**config.mk**
```make
export PLATFORM = sky130hd
export DESIGN_NAME = scaler_cfg_seq
export DESIGN_NICKNAME = d
export VERILOG_FILES = /design/src/rtl/scaler_cfg_seq.sv
export SDC_FILE = /design/constraint.sdc
export NUM_CORES = 1
export LEC_CHECK = 0
export BUFFER_PORTS_ARGS = -buffer_cell sky130_fd_sc_hd__buf_4
export CAP_MARGIN = 30
export CELL_PAD_IN_SITES_DETAIL_PLACEMENT = 0
export CELL_PAD_IN_SITES_GLOBAL_PLACEMENT = 2
export CORE_UTILIZATION = 35
export CTS_BUF_LIST = sky130_fd_sc_hd__clkbuf_4
export CTS_CLUSTER_SIZE = 16
export DETAILED_ROUTE_END_ITERATION = 10
export GPL_ROUTABILITY_DRIVEN = 0
export PLACE_DENSITY = 0.85
export SLEW_MARGIN = 25
export SYNTH_ARGS = -nofsm -noshare
export SYNTH_HDL_FRONTEND = slang
export SYNTH_SLANG_ARGS = --single-unit
```
**constraint.sdc**
```tcl
create_clock -name clk -period 5.2 [get_ports clk]
set_input_delay 0.52 -clock clk [delete_from_list [all_inputs] [get_ports clk]]
set_output_delay 0.52 -clock clk [all_outputs]
set_load 0.005 [all_outputs]
```
**src/rtl/scaler_cfg_seq.sv**
```systemverilog
// scaler_cfg_seq
//   Configuration sequencer for the H and V frac_interp scaler instances.
//   On start it latches the output window size and the interpolator operands,
//   requests the H interpolator and waits for it, then does the same for V.
//   It then derives centring offsets from the anticipated output sizes and
//   publishes a valid configuration.
//
// Parameters
//   bitwidth  width of all pixel/line counts
//   timeout   max cycles to wait for an interpolator ready (>= 2)
//
// Ports
//   clk, reset                     rising-edge clock, synchronous active-high reset
//   start                          pulse: latch sizes, (re)run the sequence
//   src_w, src_h, dst_w, dst_h     input active size / output window size
//   h_num, h_den, h_limit          operands to H interpolator (held stable)
//   h_newfraction                  1-cycle request to H interpolator
//   h_ready, h_limit_out           H interpolator done / anticipated output width
//   v_*                            same set for the V interpolator
//   h_centre_offset                leading blank pixels
//   v_centre_offset                leading blank lines
//   cfg_valid                      offsets and interpolators consistent
//   busy                           sequence in progress
//   err_clamp                      an illegal ratio was forced to 1:1 (sticky)
//   err_timeout                    an interpolator failed to respond (sticky)

module scaler_cfg_seq #(
    parameter int unsigned bitwidth = 10,
    parameter int unsigned timeout  = 4096
) (
    input  logic                clk,
    input  logic                reset,
    input  logic                start,
    input  logic [bitwidth-1:0] src_w,
    input  logic [bitwidth-1:0] src_h,
    input  logic [bitwidth-1:0] dst_w,
    input  logic [bitwidth-1:0] dst_h,
    output logic [bitwidth-1:0] h_num,
    output logic [bitwidth-1:0] h_den,
    output logic [bitwidth-1:0] h_limit,
    output logic                h_newfraction,
    input  logic                h_ready,
    input  logic [bitwidth-1:0] h_limit_out,
    output logic [bitwidth-1:0] v_num,
    output logic [bitwidth-1:0] v_den,
    output logic [bitwidth-1:0] v_limit,
    output logic                v_newfraction,
    input  logic                v_ready,
    input  logic [bitwidth-1:0] v_limit_out,
    output logic [bitwidth-1:0] h_centre_offset,
    output logic [bitwidth-1:0] v_centre_offset,
    output logic                cfg_valid,
    output logic                busy,
    output logic                err_clamp,
    output logic                err_timeout
);

    localparam int unsigned CW = (timeout > 2) ? $clog2(timeout) : 1;
    localparam logic [CW-1:0] TMAX = CW'(timeout - 1);

    typedef enum logic [2:0] {
        IDLE,
        H_REQ,
        H_WAIT,
        V_REQ,
        V_WAIT,
        CENTRE,
        DONE
    } state_t;

    state_t              state_q, state_d;
    logic [CW-1:0]       cnt_q;
    logic [bitwidth-1:0] dst_w_q, dst_h_q;

    logic                h_clamp, v_clamp;
    logic                wait_expired;
    logic [bitwidth-1:0] h_off_d, v_off_d;

    // A zero source or a downscale request cannot be expressed by the
    // interpolator; both fall back to 1:1 over the source extent.
    always_comb begin
        h_clamp = (src_w == '0) || (dst_w < src_w);
        v_clamp = (src_h == '0) || (dst_h < src_h);
    end

    always_comb begin
        h_off_d = '0;
        v_off_d = '0;
        if (dst_w_q >= h_limit_out) h_off_d = (dst_w_q - h_limit_out) >> 1;
        if (dst_h_q >= v_limit_out) v_off_d = (dst_h_q - v_limit_out) >> 1;
    end

    // Ready takes priority over an expiring counter in the same cycle.
    always_comb begin
        wait_expired = 1'b0;
        if (state_q == H_WAIT && !h_ready && cnt_q == TMAX) wait_expired = 1'b1;
        if (state_q == V_WAIT && !v_ready && cnt_q == TMAX) wait_expired = 1'b1;
    end

    always_comb begin
        state_d = state_q;
        if (start) begin
            state_d = H_REQ;
        end else begin
            unique case (state_q)
                IDLE:   state_d = IDLE;
                H_REQ:  state_d = H_WAIT;
                H_WAIT: begin
                    if (h_ready)           state_d = V_REQ;
                    else if (wait_expired) state_d = IDLE;
                end
                V_REQ:  state_d = V_WAIT;
                V_WAIT: begin
                    if (v_ready)           state_d = CENTRE;
                    else if (wait_expired) state_d = IDLE;
                end
                CENTRE: state_d = DONE;
                DONE:   state_d = DONE;
                default: state_d = IDLE;
            endcase
        end
    end

    always_comb begin
        h_newfraction = (state_q == H_REQ);
        v_newfraction = (state_q == V_REQ);
        cfg_valid     = (state_q == DONE);
        busy          = (state_q != IDLE) && (state_q != DONE);
    end

    always_ff @(posedge clk) begin
        if (reset) begin
            state_q         <= IDLE;
            cnt_q           <= '0;
            dst_w_q         <= '0;
            dst_h_q         <= '0;
            h_num           <= '0;
            h_den           <= '0;
            h_limit         <= '0;
            v_num           <= '0;
            v_den           <= '0;
            v_limit         <= '0;
            h_centre_offset <= '0;
            v_centre_offset <= '0;
            err_clamp       <= 1'b0;
            err_timeout     <= 1'b0;
        end else begin
            state_q <= state_d;

            if (state_q == H_WAIT || state_q == V_WAIT) cnt_q <= cnt_q + 1'b1;
            else                                         cnt_q <= '0;

            if (start) begin
                dst_w_q     <= dst_w;
                dst_h_q     <= dst_h;
                h_num       <= h_clamp ? bitwidth'(1) : dst_w;
                h_den       <= h_clamp ? bitwidth'(1) : src_w;
                h_limit     <= src_w;
                v_num       <= v_clamp ? bitwidth'(1) : dst_h;
                v_den       <= v_clamp ? bitwidth'(1) : src_h;
                v_limit     <= src_h;
                err_clamp   <= h_clamp | v_clamp;
                err_timeout <= 1'b0;
            end else begin
                if (wait_expired) err_timeout <= 1'b1;
                if (state_q == CENTRE) begin
                    h_centre_offset <= h_off_d;
                    v_centre_offset <= v_off_d;
                end
            end
        end
    end

endmodule

```
==> results of run 1 <==
worst max-delay path, stage by stage (launching register included):
cell and delay, ps:
dfxtp_1 390, inv_1 100, nor2_1 360, nand3b_1 680, a211oi_2 720, a32oi_1 190
nor2_1 120
flip-flops by register name, summed over array words and instances, names as in the netlist, 10 cells and up:
register and count:
v_limit 10, h_num 10, dst_h_q 10, dst_w_q 10
h_limit 10, v_num 10, h_den 10, cnt_q 12
v_den 10
metrics by stage:
stage          power (mW)  utilization [%]  cell area [um2]  hold WS, ps  std cells
4_1_cts              1.88             45.2             7170          158        996
3_3_place_gp         1.30             43.7             6950          444        965
2_1_floorplan        1.16                -             5690          430        631
5_1_grt              1.95             45.3             7190          173        999
3_5_place_dp         1.30             43.7             6950          455        965
6_report             1.85             45.3             7190          213        999
layout make-up:
| class | count | area share (%) |
|---|---|---|
| Antenna cell | 1 | 0.0348 |
| Clock buffer | 21 | 2.19 |
| Clock inverter | 10 | 0.940 |
| Inverter | 54 | 2.82 |
| Multi-Input combinational cell | 430 | 42.4 |
| Sequential cell | 115 | 32.0 |
| Tap cell | 216 | 3.76 |
| Timing Repair Buffer | 152 | 15.9 |
power by group through the flow:
| stage | Combinational, mW | Sequential, mW | Clock (mW) |
|---|---|---|---|
| finish | 0.345 | 0.939 | 0.565 |
| CTS | 0.346 | 0.939 | 0.592 |
| global route | 0.384 | 0.944 | 0.625 |
| global placement | 0.340 | 0.959 | 0 |
| detailed placement | 0.345 | 0.959 | 0 |
| floorplan | 0.202 | 0.956 | 0 |
logic make-up (layout without fill, tap and decap cells):
logic type | after synthesis | count (layout) | synth area share (%)
simple gates | 193 | 193 | 16.7
compound gates | 131 | 131 | 16.9
flops | 115 | 115 | 40.5
buf+inv | 86 | 237 | 6.07
fa+ha+maj | 41 | 41 | 9.28
mux | 40 | 40 | 7.04
xor+xnor | 23 | 23 | 3.54
other cells | 1 | 3 | 0.0659
worst paths after layout:
check / cells after the start / slack (ps) / to / start
min: 2 / 210 / v_den[8] / src_h[8]
max: 6 / 2570 / h_centre_offset[2] / state_q[2]
max reg2reg: 6 / 2570 / h_centre_offset[2] / state_q[2]
min reg2reg: 2 / 480 / v_num[8] / v_num[8]
cells in the mapped netlist, types with 6 or more instances:
library cell	count	area share, %
nand3b_1	6	0.79
buf_2	9	0.79
inv_1	54	3.6
xnor2_1	11	1.7
ha_1	39	8.6
nand2b_1	20	2.2
nor2_1	88	5.8
clkbuf_1	19	1.3
dfxtp_1	115	40
a21o_1	10	1.3
and3_1	10	1.1
nor2b_1	6	0.66
xor2_1	12	1.8
nand2_1	8	0.53
nand3_1	26	2.3
a22o_1	18	2.8
o21ai_1	8	0.70
a22oi_1	14	1.8
a21oi_1	34	3.0
o21ai_0	7	0.62
mux2i_1	40	7.0
layout by cell type, fill, tap and decap left out, drive strengths merged, types with 12 or more instances in the layout:
| cell type | instances |
|---|---|
| a22o | 18 |
| xor2 | 12 |
| mux2i | 40 |
| a22oi | 14 |
| o21ai | 15 |
| nor2 | 88 |
| buf | 151 |
| nand3 | 26 |
| ha | 39 |
| inv | 54 |
| nand2b | 21 |
| clkbuf | 22 |
| dfxtp | 115 |
| a21oi | 35 |
layer usage:
layer	up-vias	share of wire [%]	GRT usage [%]
met1	2281	50	25.6
met4	0	1.7	7.66
met2	126	44	27.3
met3	20	4.4	4.25
li1	2481	-	-
met5	-	0	0
==> flow_metrics.py, run 1 <==
metrics = {
    "sta": {
        "hold_viol": 0,
        "maxSlewViolCount": 0,
        "maxSlewHeadroom_pct": 38.0,
        "finalSetupViolCount": 0,
        "fin_ws_ps": 2570,
        "skew_ps": 10.1,
        "period_needed_ps": 2630,
        "worstMarginPinSlew_ps": 931,
        "fmax_ghz": 0.380,
        "post-route-period-util_pct": 50.6,
        "rsz0062_at_grt": "no",
        "fin_tns_setup_ps": 0,
    },
    "clocking": {
        "clkLatencyLatePin_ps": 530,
        "cts_max_path_buffers": 2,
        "clk_pin_slew_ps": 100,
        "cts_tree": "yes",
        "cts_hold_buf": 0,
        "root_buffer": "clkbuf_4",
        "cts_buffers": 17,
        "cts_setup_buffers": 0,
        "cts.sinks": 115,
        "post_cts_resized": 0,
        "htree_levels": 4,
    },
    "floorplanning": {
        "top_level_ports": 151,
        "die_area_um2": 16800,
        "die_w_um": 130,
        "die_h_um": 130,
        "num_rows": 46,
        "start_util_pct": 35.8,
        "core-area_um2": 15900,
    },
    "place": {
        "portBuffers": 148,
        "place_ws_ps": 2580,
        "dp_hpwl_mm": 11.1,
    },
    "routing": {
        "first_pass_iters": 4,
        "drt_iter0_markers": 295,
        "routed_wl_mm": 15.1,
        "drc_errors": 0,
        "route.vias.total": 4908,
        "wl_per_cell_um": 15.1,
        "viasPerCell": 4.91,
        "antenna_left": 0,
    },
    "layout": {
        "drive_gt1_share_pct": 24.0,
        "multi_input_area_um2": 3050,
        "seq_area_um2": 2300,
        "fill_cells": 1593,
        "syn_to_final_growth_pct": 26.4,
        "nNetsFinal": 876,
    },
    "power": {
        "p_sw_mw": 0.522,
        "vdd_drop_max_mv": 0.114,
        "leakagePower_nw": 3.42,
        "intPower_mw": 1.33,
        "p_sw_share_pct": 28.2,
        "seq_power_share_pct": 50.8,
        "power.density_nw_per_um2": 257,
        "pwr-share-comb_pct": 18.7,
        "pwr-share-clk_pct": 30.6,
    },
    "global_routing": {
        "globalRouteOverflowTotal": 0,
        "antenna_found_initial": 1,
        "grt_max_degree": 88,
        "grt_pass1_wl_mm": 23.6,
        "track_usage_pct": 18.4,
        "grt_pass1_vias": 4605,
    },
    "worst_setup_path": {
        "worstSetupStartpointType": "flop",
        "crit_type": "flop to flop",
        "cp_data_arrival_time_ps": 3100,
        "critPathMaxFanout": 20,
        "worstPathRequired_ps": 5660,
        "end_kind": "flop",
    },
    "logic_synthesis": {
        "synth-seq-area-share_pct": 40.5,
        "synth_area_um2": 5690,
        "synth_cell_types": 57,
        "synth_seq_cells": 115,
        "asyncSetResetFlopFracSynth_pct": 0,
        "yosys_warnings": 0,
        "synth_edf_count": 0,
        "ys.flop_type": "dfxtp_1",
        "synth.avg_cell_area_um2": 9.03,
        "syn_inst": 630,
    },
    "run": {
        "max_cap_violations": 0,
    },
    "hold_path": {
        "hold_path_class": "input pin to flop",
    },
    "status": {
        "status": "finished clean",
    },
}
Power figures use the tool's default switching activity.
==> run 2, diff against run 1 <==
Settings changed: CORE_UTILIZATION 35 to 29, PLACE_DENSITY 0.85 to 0.75.
Clock period 5.2 ns to 2.3 ns, I/O delays scaled along.
==> run 2 against run 1 <==
Against the previous run: sequential power increased by 130%; setup slack got worse by 2400 ps; clock power increased to 3.0 times the previous value.
==> flow_metrics.py, run 2 (same netlist as run 1, synthesis figures left out) <==
metrics = {
    "sta": {
        "post-route-period-util_pct": 93.5,
        "worstMarginPinSlew_ps": 880,
        "whs_ps": 89.8,
        "fin_ws_ps": 149,
        "finalSetupViolCount": 0,
        "skew_ps": 14.9,
        "maxSlewHeadroom_pct": 40.9,
        "rsz0062_at_grt": "yes",
        "fmax_ghz": 0.465,
        "period_needed_ps": 2150,
        "maxSlewViolCount": 0,
        "hold_viol": 0,
    },
    "layout": {
        "drive_gt1_share_pct": 24.3,
        "nNetsFinal": 921,
        "syn_to_final_growth_pct": 37.0,
        "final_area_um2": 7800,
        "fill_cells": 1923,
        "largest_register_ffs": 12,
        "antenna_cells": 0,
        "regMostFlops": "cnt_q",
        "mostFrequentLayoutCell": "buf_4",
        "final_cell_mix": "buf_4 (156), dfxtp_1 (115), nor2_1 (87)",
    },
    "power": {
        "p_sw_mw": 1.28,
        "pwr-share-clk_pct": 36.1,
        "leakagePower_nw": 3.64,
        "p_sw_share_pct": 27.6,
        "vdd_drop_max_mv": 0.253,
        "intPower_mw": 3.37,
        "seq_power_share_pct": 45.6,
        "pwr-share-comb_pct": 18.3,
        "power.density_nw_per_um2": 596,
        "total_power_mw": 4.65,
    },
    "clocking": {
        "cts_max_path_buffers": 2,
        "cts_tree": "yes",
        "htree_levels": 4,
        "cts_buffers": 17,
        "cts_setup_buffers": 0,
        "clk_pin_slew_ps": 110,
        "root_buffer": "clkbuf_4",
        "cts.sinks": 115,
        "clkLatencyLatePin_ps": 530,
    },
    "routing": {
        "viasPerCell": 4.67,
        "antenna_left": 0,
        "routed_wl_mm": 16.1,
        "route.vias.total": 5079,
        "first_pass_iters": 4,
        "drt_iter0_markers": 162,
        "drc_errors": 0,
        "wl_per_cell_um": 14.8,
    },
    "floorplanning": {
        "top_level_ports": 151,
        "start_util_pct": 30.0,
        "num_rows": 50,
        "core-area_um2": 19000,
        "die_w_um": 142,
        "die_area_um2": 20200,
        "die_h_um": 142,
    },
    "worst_setup_path": {
        "critPathMaxFanout": 8,
        "end_kind": "flop",
        "crit_type": "flop to flop",
        "worstSetupStartpointType": "flop",
        "worstPathRequired_ps": 2710,
        "cp_data_arrival_time_ps": 2560,
    },
    "run": {
        "max_cap_violations": 0,
    },
    "global_routing": {
        "grt_pass1_wl_mm": 25.2,
        "antenna_found_initial": 0,
        "grt_max_degree": 52,
        "grt_pass1_vias": 4905,
        "globalRouteOverflowTotal": 0,
        "track_usage_pct": 16.2,
    },
    "place": {
        "place_ws_ps": 70.8,
        "dp_hpwl_mm": 11.9,
        "dpl_cell_area_um2": 7050,
        "portBuffers": 148,
    },
    "hold_path": {
        "hold_path_class": "input pin to flop",
    },
    "status": {
        "status": "finished clean",
    },
}
## run 2: cell count changes in the layout (fill, tap and decap cells not counted), moves of 2 or more
cell,delta
dlygate4sd3_1,+41
clkinv_1,-6
buf_4,+5
clkbuf_4,-4
clkinvlp_4,+4
bufinv_16,+3
clkinv_4,+2
## run 2: power by group through the flow
stage / Clock (mW) / Sequential (mW) / Combinational, mW
6_report: 1.68 / 2.12 / 0.850
5_1_grt: 1.83 / 2.14 / 0.942
4_1_cts: 1.76 / 2.12 / 0.856
3_5_place_dp: 0 / 2.17 / 0.797
3_3_place_gp: 0 / 2.17 / 0.787
2_1_floorplan: 0 / 2.16 / 0.458
## run 2: cell type report
cell class / instances / area (um2) / share of cell area [%]
clock inverters: 14 / 188 / 2.41
multi-input cells: 430 / 3060 / 39.3
clock buffers: 18 / 135 / 1.73
inverters: 54 / 203 / 2.60
repair buffers: 197 / 1580 / 20.3
well taps: 260 / 325 / 4.17
flip-flops and latches: 115 / 2300 / 29.5
## run 2: critical path, stage by stage, from the launching register on
cell and delay, ps:
dfxtp_1 330, inv_1 50, ha_1 150, inv_1 60, fa_1 410, a21oi_2 190, o22ai_2 100, o31ai_1 290
a211oi_2 200, a32oi_1 210, nor2_1 50
## run 2: timing repair
item                       in CTS  in global routing
gates resized for setup         0                  2
setup endpoints to repair       0                 12
hold buffers                   41                  0
hold endpoints to repair       81                  0
## run 2: per-layer routing
metal / global-route usage (%) / up-vias / part of all wire, %
met4: 6.73 / 0 / 2.2
met5: 0 / - / 0
met3: 4.37 / 29 / 4.3
met2: 25.0 / 120 / 45
met1: 21.3 / 2361 / 49
li1: - / 2569 / -
## run 2: final timing paths
check / startpoint / end / slack, ps / cells past startpoint
worst max-delay path: dst_w_q[0] / h_centre_offset[2] / 150 / 10
worst max register to register: dst_w_q[0] / h_centre_offset[2] / 150 / 10
worst min register to register: cnt_q[0] / cnt_q[0] / 470 / 1
worst min-delay path: reset / state_q[2] / 90 / 3
## run 2: through the flow
step / TNS, ps / util (%) / cells
2_1_floorplan: 0 / - / 631
3_3_place_gp: 0 / 37.2 / 1015
3_5_place_dp: 0 / 37.2 / 1015
4_1_cts: 0 / 41.1 / 1088
5_1_grt: -6.97 / 41.1 / 1088
6_report: 0 / 41.1 / 1088
==> run 3, diff against run 2 <==
Settings changed: ABC_AREA from default to 1, CORE_UTILIZATION 29 to 27, PLACE_DENSITY 0.75 to 0.76.
==> run 3 against run 2 <==
Against the previous run: register-to-register slack improved by 320 ps; non-clock buffer count decreased by 1; combinational power decreased by 9.3%; flip-flop and latch count unchanged; utilization decreased by 3.2 points; first-iteration DRC count increased by 47%; via count increased by 5.7%; critical path type is now flop to output pin; highest routed layer unchanged.
==> flow_metrics.py, run 3 <==
metrics = {
    "global_routing": {
        "grt_max_degree": 51,
        "grt-busiest-layer": "met2",
        "track_usage_pct": 15.6,
        "met1_usage_pct": 21.1,
        "antenna_found_initial": 0,
        "use_met3_pct": 5.28,
        "globalRouteOverflowTotal": 0,
        "use_met2_pct": 23.8,
        "grt_pass1_wl_mm": 26.6,
        "grt_pass1_vias": 5258,
    },
    "logic_synthesis": {
        "yosys.area.top_type": "dfxtp_1",
        "yosysTopAreaCellShare_pct": 40.8,
        "synth-seq-area-share_pct": 40.8,
        "synth_edf_count": 0,
        "ys.flop_type": "dfxtp_1",
        "synth_area_leaders": "dfxtp_1 (41%), nand2_1 (19%), ha_1 (8.7%)",
        "asyncSetResetFlopFracSynth_pct": 0,
        "synth.avg_cell_area_um2": 7.17,
        "synth_area_um2": 5640,
        "yosysMostFrequentCell": "nand2_1",
        "synth_common_cells": "nand2_1 (281), dfxtp_1 (115), inv_1 (90), nor2_1 (51), a21oi_1 (44)",
        "syn_inst": 787,
        "synth_cell_types": 38,
        "synth_seq_cells": 115,
        "yosys_warnings": 0,
    },
    "clocking": {
        "htree_levels": 4,
        "cts_tree": "yes",
        "post_cts_resized": 0,
        "cts_buffers": 17,
        "cts_max_path_buffers": 2,
        "cts_setup_buffers": 0,
        "clk_pin_slew_ps": 110,
        "root_buffer": "clkbuf_4",
        "clkLatencyLatePin_ps": 540,
        "cts.sinks": 115,
    },
    "sta": {
        "whs_ps": 81.5,
        "rsz0062_at_grt": "no",
        "fmax_ghz": 0.535,
        "skew_ps": 15.9,
        "maxSlewHeadroom_pct": 65.4,
        "period_needed_ps": 1870,
        "maxSlewViolCount": 0,
        "fin_tns_setup_ps": 0,
        "hold_viol": 0,
        "post-route-period-util_pct": 81.3,
        "worstMarginPinSlew_ps": 519,
        "finalSetupViolCount": 0,
    },
    "floorplanning": {
        "start_util_pct": 27.7,
        "core-area_um2": 20400,
        "die_w_um": 147,
        "die_h_um": 147,
        "top_level_ports": 151,
        "die_area_um2": 21500,
        "num_rows": 52,
    },
    "routing": {
        "wl_per_cell_um": 12.9,
        "antenna_left": 0,
        "first_pass_iters": 4,
        "route.vias.total": 5370,
        "drt_iter0_markers": 238,
        "routed_wl_mm": 16.3,
        "viasPerCell": 4.25,
        "drc_errors": 0,
    },
    "place": {
        "dp_hpwl_mm": 12.5,
        "portBuffers": 148,
        "dp.cells": 1189,
    },
    "run": {
        "max_cap_violations": 0,
    },
    "layout": {
        "largest_register_ffs": 12,
        "drive_gt1_share_pct": 20.2,
        "fill_cells": 2243,
        "mostFrequentLayoutCell": "nand2_1",
        "multi_input_area_um2": 2840,
        "syn_to_final_growth_pct": 36.9,
        "finalNonFillerCells": 1264,
        "final_cell_mix": "nand2_1 (281), buf_4 (153), dfxtp_1 (115)",
        "nNetsFinal": 1087,
        "antenna_cells": 0,
        "regMostFlops": "cnt_q",
        "seq_area_um2": 2300,
    },
    "power": {
        "power.density_nw_per_um2": 586,
        "leakagePower_nw": 3.83,
        "vdd_drop_max_mv": 0.367,
    },
    "worst_setup_path": {
        "crit_type": "flop to output pin",
        "critPathMaxFanout": 4,
        "end_kind": "output pin",
        "worstSetupStartpointType": "flop",
        "worstPathRequired_ps": 2070,
        "cp_data_arrival_time_ps": 1640,
    },
    "status": {
        "status": "finished clean",
    },
    "hold_path": {
        "hold_path_class": "input pin to flop",
    },
}
run 3: cell types whose count changed after synthesis, moves of 14 or more:
cell and change:
clkbuf_1 -16, mux2i_1 -40, nor2_1 -37, o21ai_0 +31, a22oi_1 -14, a22o_1 -18
nand2b_1 -20, inv_1 +36, nand2_1 +273
run 3: logic make-up (layout without fill, tap and decap cells):
logic type | Yosys count | in the layout | share of synthesized area [%]
buffers and inverters | 117 | 323 | 9.05
XOR/XNOR | 12 | 12 | 1.86
AND/OR/NAND/NOR | 403 | 403 | 29.8
other | 1 | 2 | 0.0665
AO/OA/AOI/OAI | 98 | 98 | 9.05
adder cells (fa/ha/maj) | 41 | 41 | 9.36
flip-flops | 115 | 115 | 40.8
run 3: critical path, cell delays in order (launching register included):
cell and delay (ps):
dfxtp_1 390, inv_1 110, nor3_1 400, a21oi_1 70, buf_4 150
run 3: repair_timing:
item | CTS | global route
hold buffers | 42 | 1
endpoints found under the hold margin | 75 | 1
endpoints found under the setup margin | 0 | 0
run 3: area by class of cell:
| class | instances | share of cell area (%) |
|---|---|---|
| Clock buffer | 17 | 1.65 |
| Clock inverter | 15 | 2.33 |
| Inverter | 95 | 4.63 |
| Multi-Input combinational cell | 556 | 36.7 |
| Sequential cell | 115 | 29.8 |
| Tap cell | 270 | 4.37 |
| Timing Repair Buffer | 196 | 20.4 |
run 3: path summary, 6_finish.rpt:
check	startpoint	end	slack, ps	cells after the start
max reg2reg	dst_h_q[0]	v_centre_offset[7]	470	11
min reg2reg	cnt_q[0]	cnt_q[0]	460	1
min	start	v_limit[0]	80	3
max	state_q[2]	busy	430	4
run 3: report_power, final:
part / internal (mW) / leakage [nW] / switching, mW
registers: 2.07 / 0.939 / 0.0479
clock network: 0.761 / 0.160 / 0.873
logic: 0.354 / 2.73 / 0.417
total: 3.19 / 3.83 / 1.34
run 3: per-layer routing:
| metal | share of wire, % | vias to the layer above |
|---|---|---|
| met5 | 0 | - |
| met4 | 0.63 | 0 |
| met3 | 6.8 | 9 |
| met2 | 42 | 133 |
| met1 | 50 | 2330 |
| li1 | - | 2898 |
run 3: through the flow:
step / cell area [um2] / worst slack [ps] / util, % / power (mW)
floorplan: 5640 / 668 / - / 2.57
global placement: 6980 / 406 / 34.3 / 2.90
global route: 7720 / 188 / 37.9 / 4.80
finish: 7720 / 430 / 37.9 / 4.53
CTS: 7710 / 377 / 37.9 / 4.61
detailed placement: 6980 / 450 / 34.3 / 2.90
